**src/rtl/adsr_envelope.sv**
```systemverilog
// adsr_envelope: gate-driven attack/decay/sustain/release amplitude envelope
// applied to a 16-bit unsigned oscillator wave. The envelope level moves once
// per control tick (every TICK_DIV clocks). Gate edges change state on any
// clock. The output is offset-binary (0x8000 = silence) after a 2-stage
// multiply pipeline.
module adsr_envelope #(
  parameter int unsigned TICK_DIV = 1000,
  parameter int unsigned TICK_W   = 16
) (
  input  logic        clk,
  input  logic        reset,
  input  logic        gate,
  input  logic [15:0] attack_step,
  input  logic [15:0] decay_step,
  input  logic [15:0] sustain_level,
  input  logic [15:0] release_step,
  input  logic [15:0] wave_in,
  output logic [15:0] wave_out,
  output logic [15:0] envelope,
  output logic        active
);

  typedef enum logic [2:0] {
    S_IDLE,
    S_ATTACK,
    S_DECAY,
    S_SUSTAIN,
    S_RELEASE
  } state_e;

  localparam logic [TICK_W-1:0] TICK_LAST = TICK_W'(TICK_DIV - 1);

  state_e            state_q, state_d;
  logic [15:0]       env_q, env_d;
  logic [TICK_W-1:0] cnt_q, cnt_d;
  logic              gate_q;
  logic              tick, rise, fall;

  // Level arithmetic is done 17 bits wide so that overflow and underflow are visible.
  logic [16:0]       att_sum, dec_lim;
  logic [15:0]       att_sat, rel_sub;

  logic signed [15:0] wave_s;
  logic signed [16:0] env_s;
  logic [15:0]        p1_q, p1_d;
  logic [15:0]        out_q, out_d;

  // Tick divider, gate edge detect and level arithmetic for the current cycle.
  always_comb begin
    tick    = (cnt_q == TICK_LAST);
    cnt_d   = tick ? '0 : cnt_q + TICK_W'(1);
    rise    = gate & ~gate_q;
    fall    = ~gate & gate_q;
    att_sum = {1'b0, env_q} + {1'b0, attack_step};
    att_sat = att_sum[16] ? 16'hFFFF : att_sum[15:0];
    dec_lim = {1'b0, sustain_level} + {1'b0, decay_step};
    rel_sub = (env_q > release_step) ? (env_q - release_step) : 16'h0000;
  end

  // Next-state and next-level logic. A gate edge takes priority over a tick in the same cycle.
  always_comb begin
    // NOTE: every variable gets a hold value first, so no path through the
    // case leaves one unassigned and no latch is inferred.
    state_d = state_q;
    env_d   = env_q;
    case (state_q)
      S_IDLE: begin
        env_d = 16'h0000;
        if (rise) state_d = S_ATTACK;
      end
      S_ATTACK: begin
        if (fall) begin
          state_d = S_RELEASE;
        end else if (tick) begin
          env_d = att_sat;
          if (att_sat == 16'hFFFF) state_d = S_DECAY;
        end
      end
      S_DECAY: begin
        if (fall) begin
          state_d = S_RELEASE;
        end else if (tick) begin
          if ({1'b0, env_q} <= dec_lim) begin
            env_d   = sustain_level;
            state_d = S_SUSTAIN;
          end else begin
            env_d = env_q - decay_step;
          end
        end
      end
      S_SUSTAIN: begin
        // A gate fall holds the level as it is. Otherwise the level follows
        // sustain_level live.
        if (fall) state_d = S_RELEASE;
        else      env_d   = sustain_level;
      end
      S_RELEASE: begin
        if (rise) begin
          state_d = S_ATTACK;
        end else if (tick) begin
          env_d = rel_sub;
          if (rel_sub == 16'h0000) state_d = S_IDLE;
        end
      end
      default: begin
        state_d = S_IDLE;
        env_d   = 16'h0000;
      end
    endcase
  end

  // State, level, tick counter and gate history registers.
  always_ff @(posedge clk or negedge reset) begin
    if (!reset) begin
      state_q <= S_IDLE;
      env_q   <= 16'h0000;
      cnt_q   <= '0;
      gate_q  <= 1'b0;
    end else begin
      // NOTE: non-blocking assignments here so every flop samples the
      // pre-edge values, independent of statement order.
      state_q <= state_d;
      env_q   <= env_d;
      cnt_q   <= cnt_d;
      gate_q  <= gate;
    end
  end

  // Output scaling. Stage 1 forms the signed product and keeps only its >>16
  // part. Stage 2 adds the offset back.
  always_comb begin
    wave_s = signed'(wave_in ^ 16'h8000);
    env_s  = signed'({1'b0, env_q});
    p1_d   = 16'((33'(wave_s) * 33'(env_s)) >>> 16);
    out_d  = p1_q ^ 16'h8000;
  end

  // Pipeline registers. They run every clock, whatever the state.
  always_ff @(posedge clk or negedge reset) begin
    if (!reset) begin
      p1_q  <= 16'h0000;
      out_q <= 16'h8000;
    end else begin
      p1_q  <= p1_d;
      out_q <= out_d;
    end
  end

  assign wave_out = out_q;
  assign envelope = env_q;
  assign active   = (state_q != S_IDLE);

endmodule
```
**config.mk**
```make
export PLATFORM = sky130hd
export DESIGN_NAME = adsr_envelope
export DESIGN_NICKNAME = d
export VERILOG_FILES = /design/src/rtl/adsr_envelope.sv
export SDC_FILE = /design/constraint.sdc
export NUM_CORES = 1
export LEC_CHECK = 0
export BUFFER_PORTS_ARGS = -buffer_cell sky130_fd_sc_hd__buf_2
export CAP_MARGIN = 30
export CORE_AREA = 2 2 208 210
export DETAILED_ROUTE_END_ITERATION = 12
export DIE_AREA = 0 0 210 212
export GPL_ROUTABILITY_DRIVEN = 0
export SETUP_SLACK_MARGIN = 0.1
export SYNTH_ARGS = -nofsm -noshare
export SYNTH_HDL_FRONTEND = slang
export SYNTH_SLANG_ARGS = --single-unit
```
**constraint.sdc**
```tcl
create_clock -name clk -period 8.7 [get_ports clk]
set_input_delay 1.305 -clock clk [delete_from_list [all_inputs] [get_ports clk]]
set_output_delay 1.305 -clock clk [all_outputs]
set_load 0.02 [all_outputs]
```
* After elaboration in Yosys (flattened, before gate mapping)
Index checks and enable logic that the tools add are counted.
** Storage, ports and cells
- Register bits after elaboration :: 68
- Bits in latches :: 0
- Bits in writable memories :: 0
- Memory bits (read-only) :: 0
- Output and inout port bits :: 33
- Memories :: 0
** Cells by class
- Add/subtract/negate cells :: 5
- $mul :: 1
- Divide/modulo/power cells :: 0
- Order comparisons :: 2
- Equality and inequality tests :: 21
- Shifts and indexed selects :: 0
- Muxes and demuxes :: 24
- Bitwise operators :: 6
- Reduce and logical (&&, ||, !) cells :: 5
** Operator list (count)
- 2-to-1 mux 16 bit :: 11
- case mux 16 bit (4 select lines) :: 1
- adder 16 x 16 -> 17 bit :: 2
- 2-to-1 mux 3 bit :: 11
- multiplier 16 x 17 -> 32 bit :: 1
- subtractor 16 bit :: 2
- != test 2 bit, second input constant :: 9
- != test 3 bit, second input constant :: 6
- <= comparator 16 x 17 -> 1 bit :: 1
- adder 16 x 1 -> 16 bit, second input constant :: 1
- equality test 16 x 10 -> 1 bit, second input constant :: 1
- equality test 16 bit, second input constant :: 1
- greater-than comparator 16 bit :: 1
- logical NOT 16 bit :: 1
- case mux 3 bit (5 select lines) :: 1
- AND reduction 8 bit :: 1
- AND reduction 7 bit :: 1
- equality test 3 x 2 -> 1 bit, second input constant :: 2
- NOT 1 bit :: 4
- equality test 3 x 1 -> 1 bit, second input constant :: 1
- equality test 3 bit, second input constant :: 1
- logical NOT 3 bit :: 1
- nonzero test 3 bit :: 1
- AND 1 bit :: 2

* Depth between registers and ports, before layout
- Depth after elaboration :: 7
- Mapped depth :: 23
- Gate-level depth less buffers :: 22

* Least setup slack after synthesis
Ideal clock, no wire load.
- Kind :: input-to-reg
- Start point :: input port wave_in[1]
- End point :: register p1_q[15]
- Library setup time :: 0.125 ns
- Data arrival time :: 6.819 ns
- Path slack :: 1.755 ns
- Stages :: 21
- Cell sequence :: clkbuf_1 > nand2_1 > fa_1 > fa_1 > fa_1 > fa_1 > inv_1 > fa_1 > inv_1 > fa_1 > inv_1 > ha_1 > a211oi_1 > o21ai_0 > o21ai_0 > a211o_1 > a21oi_1 > a221o_1 > a2111oi_0 > nor3_1 > xnor2_1
** On the way
- Word-level cells in the longest chain between the ends :: 1
** Ends and longest elaborated chain
- from (decl) :: RTL line 17 : input logic [15:0] wave_in,
- multiplier 16 x 17 -> 32 bit :: RTL line 134 : p1_d = 16'((33'(wave_s) * 33'(env_s)) >>> 16);
- via p1_d[15] :: RTL line 45 : logic [15:0] p1_q, p1_d;
- to (signal assigned) :: RTL line 144 : p1_q <= p1_d;
- to (decl) :: RTL line 45
The timed path passes the listed nets, and every way through them passes these cells.
A chain may end at the register's enable or synchronous reset.

* Final worst setup path
- Start point :: input port wave_in[7]
- End point :: register p1_q[15]
Same word-level chain as after synthesis.

==> flow_metrics.env <==
export IMPL_hold_class="flop to flop"
export IMPL_synth_distinct_cells=85
export IMPL_layout_drive_gt1_share_pct=10.41
export IMPL_post_cts_resized=0
export IMPL_io_pins=116
export IMPL_drt_pass1_iter_count=7
export IMPL_final_nets=2256
export IMPL_skew_ps=8.630
export IMPL_start_kind="primary input"
export IMPL_rows=76
export IMPL_r2r_cells=21
export IMPL_synth_seq_cells=68
export IMPL_vias=12200
export IMPL_peakVddDrop_uv=170.9
export IMPL_grt_overflow_total=0
export IMPL_cts_path_max_buffers=2
export IMPL_max_freq_mhz=140.6
export IMPL_worst_pin_slew_ps=995.3
export IMPL_setup_viol=0
export IMPL_hold_path_depth=0
export IMPL_final_common_cell="inv_1"
export IMPL_core_area_sq_um=42510
export IMPL_grt_pass1_vias=12530
export IMPL_die_area_sq_um=44520
export IMPL_drt_vias_per_instance=5.228
export IMPL_crit_path_top_delay_cell="fa_1"
export IMPL_crit_required_ps=8970
export IMPL_path_cells="buf_2 > nand2_1 > fa_1 > inv_1 > fa_1 > inv_1 > fa_1 > inv_1 > fa_1 > fa_1 > inv_1 > fa_1 > inv_1 > ha_1 > o21ai_0 > nor3_1 > o211ai_1 > a211o_1 > a21oi_1 > a221o_1 > a2111oi_0 > nor3_1 > xnor2_1"
export IMPL_antenna_found_initial=0
export IMPL_tns_ps=0
export IMPL_slew_viol_final=0
export IMPL_io_buffers=115
export IMPL_drc=0
export IMPL_cts_setup_buffers=0
export IMPL_rsz0062_at_grt="no"
export IMPL_hold_viol=0
export IMPL_place_ws_ps=1163
export IMPL_slowest_delay_ps=550
export IMPL_synthesis_area_sq_um=14680
export IMPL_num_antenna_cells=0
export IMPL_slew_headroom_pct=33.65
export IMPL_min_period_ps=7113
export IMPL_synth_edf_count=0
export IMPL_period_share_pct=81.76
export IMPL_ys_warnings_count=0
export IMPL_cts_buffers=9
export IMPL_path_class="primary input to flop"
export IMPL_root_buffer="clkbuf_16"
export IMPL_hpwl_mm=33.00
export IMPL_syn_area_per_cell_sq_um=8.699
export IMPL_maxCapViolations=0
export IMPL_ant_nets=0
export IMPL_leakagePower_nw=8.327
export IMPL_area_growth_syn_to_layout_pct=10.66
export IMPL_cts_hold_buf=0
export IMPL_path_common_cell="fa_1"
export IMPL_fp_dieW_microns=210
export IMPL_fp_dieH_microns=212
export IMPL_wire_per_inst_microns=17.82
export IMPL_cp_end_kind="flop"
export IMPL_path_clk_slew_ps=60
export IMPL_synthCells=1687
export IMPL_total_power_w=0.004760
export IMPL_powerDensity_nw_per_um2=293.1
export IMPL_synth_ff_type="dfrtp_1"
export IMPL_mostFrequentLayoutCells="304 x inv_1, 197 x fa_1, 194 x ha_1"
export IMPL_outcome="complete, no violations"
export IMPL_worstPathMaxFanout=16
export IMPL_htreeDepth=3
export IMPL_grt_first_pass_wirelength_mm=67.20
export IMPL_clk_latency_ps=350
export IMPL_start_util_pct=34.53
export IMPL_wirelength_mm=41.57
export IMPL_cts_tree="built"
export IMPL_yosysSeqAreaShare_pct=11.60
export IMPL_initialDrtViolationCount=722
export IMPL_setup_ws_ps=1587
export IMPL_crit_arrival_ps=7380
export IMPL_clkSinkCount=68
export IMPL_ys_async_sr_fraction_pct=100.0
export IMPL_synth_fp_nets=2161
export IMPL_grt_max_degree=69
export IMPL_grt_usage_pct=19.31
==> report_power, final <==
part / internal, W / total [W] / switching [W]
registers: 0.000447 / 0.000552 / 0.000105
logic: 0.00154 / 0.00374 / 0.00220
clock network: 0.000311 / 0.000468 / 0.000157
total: 0.00230 / 0.00476 / 0.00246
==> state kept, by name, indices dropped and copies added (netlist names) <==
register	flops
p1_q	16
state_q	3
envelope	16
cnt_q	16
gate_q	1
wave_out	16
==> cells by family after synthesis <==
group	Yosys count	synth area share, %
simple gates	524	18.11
fa+ha+maj	391	43.41
buf+inv	352	9.250
compound gates	272	12.75
xor+xnor	70	4.178
flops	68	11.60
mux	10	0.6991
==> worst max-delay path, delay by kind of cell <==
family | cells | cell delay (ps)
AO/OA/AOI/OAI | 6 | 1520
XOR/XNOR | 1 | 140
adder cells (fa/ha/maj) | 7 | 3240
buffers and inverters | 6 | 540
AND/OR/NAND/NOR | 3 | 600
==> worst paths after layout <==
| check | start | slack (ps) | end |
|---|---|---|---|
| max | wave_in[7] | 1590 | p1_q[15] |
| min | p1_q[10] | 350 | wave_out[10] |
| max reg2reg | envelope[0] | 1860 | p1_q[15] |
| min reg2reg | p1_q[10] | 350 | wave_out[10] |
| max in group asynchronous | reset | 7320 | wave_out[15] |
| min in group asynchronous | reset | 810 | wave_out[5] |
==> per-layer routing <==
metal	wire length, microns	GRT usage [%]
met1	17940	25.35
met4	1425	6.848
met2	19760	32.60
met5	0	0
met3	2445	2.747
==> through the flow <==
step                instance area (sq um)  std cells  hold slack [ps]  util, %
global placement                    15840       2316            335.7    37.27
finish                              16240       2333            346.6    38.21
floorplan                           14680       1687            331.2        -
global route                        16240       2333            353.8    38.21
CTS                                 16210       2332            348.5    38.14
detailed placement                  15840       2316            335.5    37.27
==> area by class of cell <==
type	instances	area [sq um]
Timing Repair Buffer	132	725.7
Clock inverter	7	146.4
Clock buffer	9	225.2
Multi-Input combinational cell	1267	11610
Sequential cell	68	1703
Tap cell	546	683.2
Fill cell	4262	26270
Inverter	304	1141
==> Yosys cell counts (10+ instances only) <==
master,number,area [sq um]
xor2_1,24,210.2
clkbuf_1,40,150.1
nand4_1,12,75.07
o31ai_1,10,75.07
nand2b_1,11,68.82
dfrtp_1,67,1677
nor2b_1,10,62.56
nor3_1,33,165.2
nor2_1,71,266.5
and3_1,10,62.56
inv_1,304,1141
xnor2_1,46,402.9
a21oi_1,69,345.3
and2_1,120,750.7
ha_1,194,2427
fa_1,197,3944
or2_2,16,100.1
nand3_1,25,125.1
nand2_1,174,653.1
o21ai_0,47,235.2
a21o_1,16,120.1
o21a_1,26,195.2
or3_1,10,62.56
(Power assumes the default switching activity.)
